File: src/rtl/pc_sequencer.sv
// -----------------------------------------------------------------------------
// pc_sequencer
//   Program-counter and fetch-sequencing stage for KGP-RISC. Takes the
//   resolved jump decision from execute and produces the next fetch
//   address. It also drives the fetch handshake, pulses a pipeline flush on
//   taken branches, issues the ra write for bl, and keeps a saturating
//   taken-branch counter for debug.
//
// Ports
//   clk, rst      : clock and synchronous active-high reset
//   fetch_ready   : instruction memory accepts pc this cycle
//   br_valid      : execute holds a resolved branch-class instruction
//   validJump     : jump decision for that instruction
//   opcode        : opcode of the instruction in execute
//   br_pc         : PC of the instruction in execute
//   reg_target    : register target used by br
//   offset        : signed byte offset for PC-relative branches
//   halt_req      : execute holds a halt instruction
//   pc            : current fetch address
//   fetch_valid   : pc is a valid fetch request
//   flush         : one-cycle squash of younger in-flight instructions
//   link_we       : one-cycle write enable for ra (r31)
//   link_addr     : return address written on link_we
//   misalign      : one-cycle pulse when the branch target had low bits set
//   halted        : sequencer is halted
//   taken_cnt     : saturating count of taken branches
// -----------------------------------------------------------------------------
module pc_sequencer #(
  parameter int                ADDR_W   = 32,
  parameter logic [ADDR_W-1:0] RESET_PC = '0,
  parameter int                PC_INC   = 4,
  parameter int                OFF_W    = 26,
  parameter int                CNT_W    = 16
) (
  input  logic              clk,
  input  logic              rst,
  input  logic              fetch_ready,
  input  logic              br_valid,
  input  logic              validJump,
  input  logic [5:0]        opcode,
  input  logic [ADDR_W-1:0] br_pc,
  input  logic [ADDR_W-1:0] reg_target,
  input  logic [OFF_W-1:0]  offset,
  input  logic              halt_req,
  output logic [ADDR_W-1:0] pc,
  output logic              fetch_valid,
  output logic              flush,
  output logic              link_we,
  output logic [ADDR_W-1:0] link_addr,
  output logic              misalign,
  output logic              halted,
  output logic [CNT_W-1:0]  taken_cnt
);

  localparam logic [5:0]        OP_BR = 6'b001010;
  localparam logic [5:0]        OP_BL = 6'b001100;
  localparam logic [ADDR_W-1:0] INC   = ADDR_W'(PC_INC);

  typedef enum logic [1:0] {
    S_BOOT,
    S_RUN,
    S_REDIRECT,
    S_HALT
  } state_t;

  state_t            state_q, state_d;
  logic [ADDR_W-1:0] pc_q, pc_d;
  logic              flush_q, flush_d;
  logic              link_we_q, link_we_d;
  logic [ADDR_W-1:0] link_addr_q, link_addr_d;
  logic              misalign_q, misalign_d;
  logic [CNT_W-1:0]  taken_cnt_q, taken_cnt_d;

  // Branch target arithmetic; wraps naturally modulo 2^ADDR_W.
  logic [ADDR_W-1:0] off_ext;
  logic [ADDR_W-1:0] ret_addr;
  logic [ADDR_W-1:0] target;

  assign off_ext  = ADDR_W'($signed(offset));
  assign ret_addr = br_pc + INC;
  assign target   = (opcode == OP_BR) ? reg_target : (ret_addr + off_ext);

  always_comb begin
    state_d     = state_q;
    pc_d        = pc_q;
    flush_d     = 1'b0;
    link_we_d   = 1'b0;
    link_addr_d = link_addr_q;
    misalign_d  = 1'b0;
    taken_cnt_d = taken_cnt_q;

    unique case (state_q)
      S_BOOT:     state_d = S_RUN;
      // The instruction in execute during REDIRECT is on the squashed path.
      S_REDIRECT: state_d = S_RUN;
      S_HALT:     state_d = S_HALT;
      S_RUN: begin
        if (halt_req) begin
          // Halt wins over any branch in the same cycle.
          state_d = S_HALT;
        end else if (br_valid && validJump) begin
          state_d    = S_REDIRECT;
          pc_d       = {target[ADDR_W-1:2], 2'b00};
          misalign_d = (target[1:0] != 2'b00);
          flush_d    = 1'b1;
          if (taken_cnt_q != '1) begin
            taken_cnt_d = taken_cnt_q + 1'b1;
          end
          if (opcode == OP_BL) begin
            link_we_d   = 1'b1;
            link_addr_d = ret_addr;
          end
        end else if (fetch_ready) begin
          pc_d = pc_q + INC;
        end
      end
      default:    state_d = S_BOOT;
    endcase
  end

  always_ff @(posedge clk) begin
    if (rst) begin
      state_q     <= S_BOOT;
      pc_q        <= RESET_PC;
      flush_q     <= 1'b0;
      link_we_q   <= 1'b0;
      link_addr_q <= '0;
      misalign_q  <= 1'b0;
      taken_cnt_q <= '0;
    end else begin
      state_q     <= state_d;
      pc_q        <= pc_d;
      flush_q     <= flush_d;
      link_we_q   <= link_we_d;
      link_addr_q <= link_addr_d;
      misalign_q  <= misalign_d;
      taken_cnt_q <= taken_cnt_d;
    end
  end

  assign pc          = pc_q;
  assign fetch_valid = (state_q == S_RUN);
  assign halted      = (state_q == S_HALT);
  assign flush       = flush_q;
  assign link_we     = link_we_q;
  assign link_addr   = link_addr_q;
  assign misalign    = misalign_q;
  assign taken_cnt   = taken_cnt_q;

endmodule

File: config.mk
export PLATFORM = sky130hd
export DESIGN_NAME = pc_sequencer
export DESIGN_NICKNAME = d
export VERILOG_FILES = /design/src/rtl/pc_sequencer.sv
export SDC_FILE = /design/constraint.sdc
export NUM_CORES = 1
export LEC_CHECK = 0
export ABC_AREA = 0
export CAP_MARGIN = 20
export CORE_ASPECT_RATIO = 1.75
export CORE_MARGIN = 2
export CORE_UTILIZATION = 53
export CTS_BUF_LIST = sky130_fd_sc_hd__clkbuf_16
export CTS_CLUSTER_DIAMETER = 50
export DETAILED_ROUTE_END_ITERATION = 8
export GPL_TIMING_DRIVEN = 0
export PLACE_DENSITY = 0.88
export SYNTH_ARGS = -nofsm -noshare
export SYNTH_HDL_FRONTEND = slang
export SYNTH_SLANG_ARGS = --single-unit
export TNS_END_PERCENT = 20
File: constraint.sdc
create_clock -name clk -period 6.3 [get_ports clk]
set_input_delay 1.26 -clock clk [delete_from_list [all_inputs] [get_ports clk]]
set_output_delay 1.26 -clock clk [all_outputs]
set_load 0.01 [all_outputs]
==> results.md, run 1 <==
- I/O Pins: 187
- VDD IR-drop max: 0.1374 mV
- First-pass GRT wire length: 34490 um
- Unrepaired setup endpoints after global routing: no
- Final nets: 1191
- Setup TNS: 0 ns
- H-tree levels: 3
- Die height: 149.7 um
- Synth Area in Adders: 7.709%
- Placed cells: 1176
- Post_cts resized: 0
- Relative slew slack: 41.11%
- Register area share after synthesis: 25.85%
- Post-synthesis mux area share: 2.492%
- N_diodes: 0
- Clock Power Share: 36.8%
- Rows: 53
- Iteration-0 DRC Markers: 656
- Kind of critical path: primary input to flop
- Layout area overhead: 35.76%
- Worst Path Arrival: 5.40 ns
- Core area: 11940 um^2
- Simple-gate share of the synthesized area: 28.73%
- Slew Viols, Final: 0
- Worst Reg2Reg Path Length in Cells: 7
- Final Skew: 0.01104 ns
- Gr usage total: 33.88%
- PnR worst setup slack: 1.147 ns
- # clock sinks: 83
- Hold Vio Cnt, Final: 0
- Vias: 7458
- Syn avg cell area: 7.517 um^2
- Placer Congestion: 0.9637
- Post-synthesis compound-gate area fraction: 21.96%
- WHS: 0.4594 ns
- Post-synth EDFFs: 0
- Net Sw Frac: 30.53%
- Cell Pwr Density: 167.0 nW/um^2
- Startpoint types: primary input
- Ys flop type: dfxtp_1
- # fillers: 970
- Flops & latches, synth: 83
- Fin area: 8726 um^2
- Largest family of logic cells by synthesized area: simple AND/OR/NAND/NOR gates
- Post-DP Area: 8434 um^2
- Layout cells sized above 1: 4.171%
- CP startpoint: br_pc[5]
- Sequential share of power: 37.0%
- Post-synth ARST share: 0%
- CP max FO: 6
- CP endpoint: pc[29]$_SDFFE_PP0P_
- Routed wire per std cell: 19.16 um
- TritonCTS clock tree: done
- Worst Path Required: 6.55 ns
- Fin crit period: 5.153 ns
- Fmax: 194.1 MHz
- Xor/xnor cell area share of the yosys netlist: 8.663%
- Cts hold-fix bufs: 0
- Post-route non-filler standard cell count: 1192
- Initial antenna violation count: 0
- Combinational power share: 26.2%
- Routed vias/inst: 6.257
- # port buffers: 183
- Worst path cell trace: clkdlybuf4s50_1 -> nand4_2 -> or4_4 -> buf_6 -> nor2_1 -> xor2_1 -> ha_1 -> o21ai_0 -> o21ai_1 -> o22ai_1 -> nor2_1 -> a221oi_2 -> o31ai_1 -> xnor2_1 -> a2111oi_2
- Pleak: 3.141 nW
- Congestion Overflow GR: 0
- Post-synthesis cell count: 855
- # Max-Cap Violations: 0
- Hold Startpoint: link_addr[1]$_SDFFE_PP0P_
- Slowest CP cell: clkdlybuf4s50_1
- Wirelength, routed: 22840 um
- Die W: 87.25 um
- Post-route ant nets: 0
- Clock latency on the worst-skew pair: 0.35 ns
- Internal: 1.012 mW
- Worst-path clk slew: 0.07 ns
- Die area: 13060 um^2
- Outcome: completed
- Worst R2R Setup Slack: 3.30 ns
- FF-to-FF Start: state_q[0]$_SDFFE_PP0P_
- Worst-Margin Slew: 0.8833 ns
- Root buffer cell: clkbuf_16
- Final period utilization: 81.79%
- Drt pass-1 iters: 6
- Pin count of the biggest net entering global routing: 15
- Dpl hpwl: 18060 um
- Crit end category: flop
- Place WS: 0.8729 ns
- Total CTS buffers: 9
- Count of final setup violators: 0
- Crit path top cell by count: nor2_1
- Postcts setup bufs: 0
- Hold Path Class: flop to flop
- R2R Path End: link_addr[13]$_SDFFE_PP0P_
- Post-Syn Area: 6427 um^2
- # DRC: 0
- Synth cell types: 76
- Clock tree buffer depth: 2
- Vias in the first global route: 7054
- CP max stage delay: 0.57 ns
- Synth warnings: 0
- Initial core utilization: 53.85%
- Net switching power: 445.0 uW
==> cell usage after synthesis, drive strengths merged (10+ instances only) <==
cell type	instances	area [um^2]
or3	13	81.33
nand3	37	197.7
nor3	43	225.2
nor4	17	127.6
a31oi	12	75.07
mux2i	16	160.2
and3	14	90.08
inv	17	63.81
ha	38	475.5
o21ai	67	339.1
xor2	27	236.5
a21o	10	75.07
xnor2	34	297.8
nand4	19	131.4
nand2	78	297.8
a211oi	15	112.6
a21oi	62	310.3
dfxtp	83	1662
clkbuf	35	171.4
nor2	113	424.2
==> placed cells by master, fill, tap and decap left out, drive strengths merged, types with 4 or more instances in the layout <==
master	Yosys	layout
o211ai	8	8
or3	13	13
nand4	19	19
a21boi	4	4
a221oi	4	4
nand3	37	37
nand2	78	78
clkbuf	35	44
buf	6	6
nor3b	5	5
dfxtp	83	83
and3	14	14
clkdlybuf4s50	0	183
a21o	10	10
a31oi	12	12
nor2	113	113
nor2b	8	8
o31ai	7	7
and2	6	6
nand2b	5	5
ha	38	38
a211oi	15	15
nor4	17	17
a21oi	62	62
xnor2	34	34
inv	17	18
o21a	6	6
nor3	43	43
o21ai	67	67
xor2	27	27
mux2i	16	16
clkinv	0	5
==> flip-flops by register name (all words and copies together) (netlist names) <==
| name | flops |
|---|---|
| link_we | 1 |
| flush | 1 |
| pc | 30 |
| taken_cnt | 16 |
| state_q | 2 |
| misalign | 1 |
| link_addr | 32 |
==> metal layers <==
layer  up-vias  part of all wire (%)  track usage (%)
met4         0                   6.5            21.62
met2       419                    51            62.42
met1      3392                    35            34.41
met3       117                   7.5            4.799
li1       3530                     -                -
met5         -                     0                0
==> worst min path at each step <==
| stage | to | slack (ns) | cells after the start |
|---|---|---|---|
| after global placement | link_addr[1]$_SDFFE_PP0P_ | 0.44 | 2 |
| final | link_addr[1]$_SDFFE_PP0P_ | 0.46 | 2 |
| after detailed placement | link_addr[1]$_SDFFE_PP0P_ | 0.45 | 2 |
| after CTS | link_addr[1]$_SDFFE_PP0P_ | 0.46 | 2 |
| after floorplan | state_q[1]$_SDFFE_PP0P_ | 0.44 | 1 |
| after global routing | link_addr[0]$_SDFFE_PP0P_ | 0.47 | 2 |
==> power by group through the flow <==
| stage | clock network, mW | registers, mW | logic [mW] |
|---|---|---|---|
| 3_3_place_gp | 0 | 0.551 | 0.364 |
| 2_1_floorplan | 0 | 0.551 | 0.217 |
| 3_5_place_dp | 0 | 0.551 | 0.368 |
| 6_report | 0.537 | 0.539 | 0.381 |
| 5_1_grt | 0.562 | 0.540 | 0.408 |
| 4_1_cts | 0.535 | 0.539 | 0.372 |
==> layout make-up <==
| class | instances | area [um^2] | area share (%) |
|---|---|---|---|
| Inverter | 17 | 63.81 | 0.7313 |
| Buffer | 41 | 227.7 | 2.610 |
| Clock buffer | 9 | 225.2 | 2.581 |
| Sequential cell | 83 | 1662 | 19.04 |
| Clock inverter | 7 | 66.31 | 0.7600 |
| Timing Repair Buffer | 183 | 1832 | 20.99 |
| Tap cell | 137 | 171.4 | 1.964 |
| Multi-Input combinational cell | 715 | 4478 | 51.32 |
==> worst max-delay path, delay by kind of cell <==
kind,cells,cell delay (ns)
fa+ha+maj,1,0.31
buf+inv,2,0.72
xor+xnor,2,0.40
compound gates,6,1.78
simple gates,4,0.92
==> per-stage QoR <==
stage,total power [mW],util [%]
floorplan,0.7683,-
global placement,0.9148,70.66
detailed placement,0.9191,70.66
CTS,1.447,73.10
global route,1.510,73.10
finish,1.457,73.10
==> cells by family (layout without fill, tap and decap cells) <==
| logic type | count (synthesis) | after routing |
|---|---|---|
| AOI/OAI and AO/OA | 224 | 224 |
| other | 1 | 2 |
| adders and majority gates | 39 | 39 |
| and+or+nand+nor | 372 | 372 |
| xor gates and xnor gates | 62 | 62 |
| buffers and inverters | 58 | 257 |
| muxes | 16 | 16 |
| DFF | 83 | 83 |
Power figures use the tool's default switching activity.
==> run 2: changes to the inputs <==
Settings changed: CORE_UTILIZATION 53 to 49, PLACE_DENSITY 0.88 to 0.82.
Clock period 6.3 ns to 4.9 ns, I/O delays scaled along.
==> run 2 against run 1 <==
Net effect:
- via count fell by 0.98%
- count of clock-buffer cells in the layout unchanged
- sequential power increased by 29%
- design area grew 1.1%
- hold slack worse by 0.0042 ns
- clock power is 37% higher
- utilization shrank 4.5 points
- combinational power is 30% higher
- register-to-register slack worse by 1.4 ns
- largest cell class unchanged
==> results.md, run 2 (synthesis results as in run 1) <==
- Most common cell after layout, fill and taps aside: clkdlybuf4s50_1
- Rows: 55
- Dpl hpwl: 18230 um
- Unrepaired setup endpoints after global routing: yes
- Pin count of the biggest net entering global routing: 15
- Post-route ant nets: 0
- Final nets: 1191
- Final period utilization: 96.36%
- Max reg flops: 32
- Routed wire per std cell: 18.89 um
- Final Skew: 0.006856 ns
- CP max FO: 6
- Hold Vio Cnt, Final: 0
- Die W: 90.58 um
- Commonest cells after routing, fill and taps aside: 182 x clkdlybuf4s50_1, 113 x nor2_1, 83 x dfxtp_1
- Clock latency on the worst-skew pair: 0.34 ns
- Post_cts resized: 0
- Vias: 7385
- Pleak: 3.169 nW
- Core area: 12870 um^2
- First-pass GRT wire length: 35900 um
- Area of the multi-input gates: 4503 um^2
- Layout cells sized above 1: 4.265%
- # Max-Cap Violations: 0
- Relative slew slack: 43.86%
- Postcts setup bufs: 0
- Congestion Overflow GR: 0
- Fmax: 211.8 MHz
- Iteration-0 DRC Markers: 379
- Worst Path Required: 5.14 ns
- Register Area: 1662 um^2
- Root buffer cell: clkbuf_16
- Sequential share of power: 36.0%
- Wirelength, routed: 23180 um
- Total CTS buffers: 9
- Met2 Routed Length: 11780 um
- Startpoint types: primary input
- Net switching power: 571.0 uW
- Fin crit period: 4.721 ns
- Vias in the first global route: 7209
- Initial antenna violation count: 1
- # clock sinks: 83
- # port buffers: 183
- Combinational power share: 25.8%
- Cell Pwr Density: 218.4 nW/um^2
- Post-DP Area: 8477 um^2
- Met3 WL: 1550 um
- Routed vias/inst: 6.019
- TritonCTS clock tree: done
- VDD IR-drop max: 0.1661 mV
- Initial core utilization: 49.95%
- Hold Path Class: flop to flop
- Die area: 14090 um^2
- Drt pass-1 iters: 6
- Clock Power Share: 38.3%
- # fillers: 1131
- Clock tree buffer depth: 2
- Worst-Margin Slew: 0.8390 ns
- # DRC: 0
- Outcome: completed
- Slew Viols, Final: 0
- Cts hold-fix bufs: 0
- Gr usage total: 32.02%
- Internal: 1.356 mW
- WL met1: 8204 um
- Worst-path clk slew: 0.07 ns
- Placer Congestion: 0.9537
- Fin area: 8825 um^2
- Die height: 155.5 um
- Max Used Layer: met4
- Count of final setup violators: 0
- Worst Path Arrival: 4.96 ns
- Net Sw Frac: 29.63%
- Layout area overhead: 37.30%
- I/O Pins: 187
- WHS: 0.4551 ns
- Crit end category: flop
- H-tree levels: 3
- Kind of critical path: primary input to flop
==> run 2: changes by cell type in the layout (fill, tap and decap cells not counted), sizes merged <==
cell,change
bufinv,+1
clkdlybuf4s50,-1
clkinv,-3
clkinvlp,+1
diode,+1
dlymetal6s2s,+1
inv,+1
==> run 2: worst paths after layout <==
path / from / end / slack [ns] / cells past startpoint
worst max-delay path: br_pc[2] / pc[29]$_SDFFE_PP0P_ / 0.18 / 15
worst min-delay path: link_addr[3]$_SDFFE_PP0P_ / link_addr[3]$_SDFFE_PP0P_ / 0.46 / 2
worst max register to register: state_q[0]$_SDFFE_PP0P_ / link_addr[9]$_SDFFE_PP0P_ / 1.92 / 7
worst min register to register: link_addr[3]$_SDFFE_PP0P_ / link_addr[3]$_SDFFE_PP0P_ / 0.46 / 2
==> run 2: power by group through the flow <==
stage	Combinational [mW]	Clock, mW	Sequential (mW)
after CTS	0.480	0.738	0.693
after detailed placement	0.476	0	0.708
after global placement	0.471	0	0.708
after global routing	0.536	0.767	0.694
final	0.497	0.737	0.693
after floorplan	0.279	0	0.709
==> run 2: worst max-delay path, stage by stage <==
cell and delay (ns):
clkdlybuf4s50_1 0.59, nand3_4 0.15, or4_4 0.53, buf_6 0.15, nor2_1 0.10, xor2_1 0.21, ha_1 0.31, o21ai_0 0.24
o21ai_1 0.20, o22ai_2 0.29, nor2_1 0.11, a221oi_4 0.43, o31ai_1 0.15, xnor2_1 0.19, a2111oi_2 0.31
==> run 2: area by class of cell <==
cell class / instances / share of cell area, %
inverter: 17 / 0.7231
sequential: 83 / 18.83
tap: 171 / 2.424
clock inverter: 7 / 1.049
multi-input combinational: 715 / 51.03
timing repair buffer: 183 / 20.79
buffer: 41 / 2.580
clock buffer: 9 / 2.552
antenna: 1 / 0.02836
==> run 2: layer usage <==
metal / vias up / GRT usage (%)
met5: - / 0
met4: 0 / 23.15
met3: 117 / 5.278
met2: 394 / 59.10
met1: 3360 / 32.00
li1: 3514 / -
==> run 2: stage by stage <==
stage	cells	total power [mW]	setup TNS [ns]	util, %	worst slack, ns
2_1_floorplan	856	0.9878	0	-	0.7595
3_3_place_gp	1210	1.179	-0.8536	65.87	-0.2397
3_5_place_dp	1210	1.184	-1.135	65.87	-0.3148
4_1_cts	1226	1.911	0	68.34	0.04110
5_1_grt	1227	1.996	-0.06969	68.58	-0.05858
6_report	1227	1.927	0	68.58	0.1785
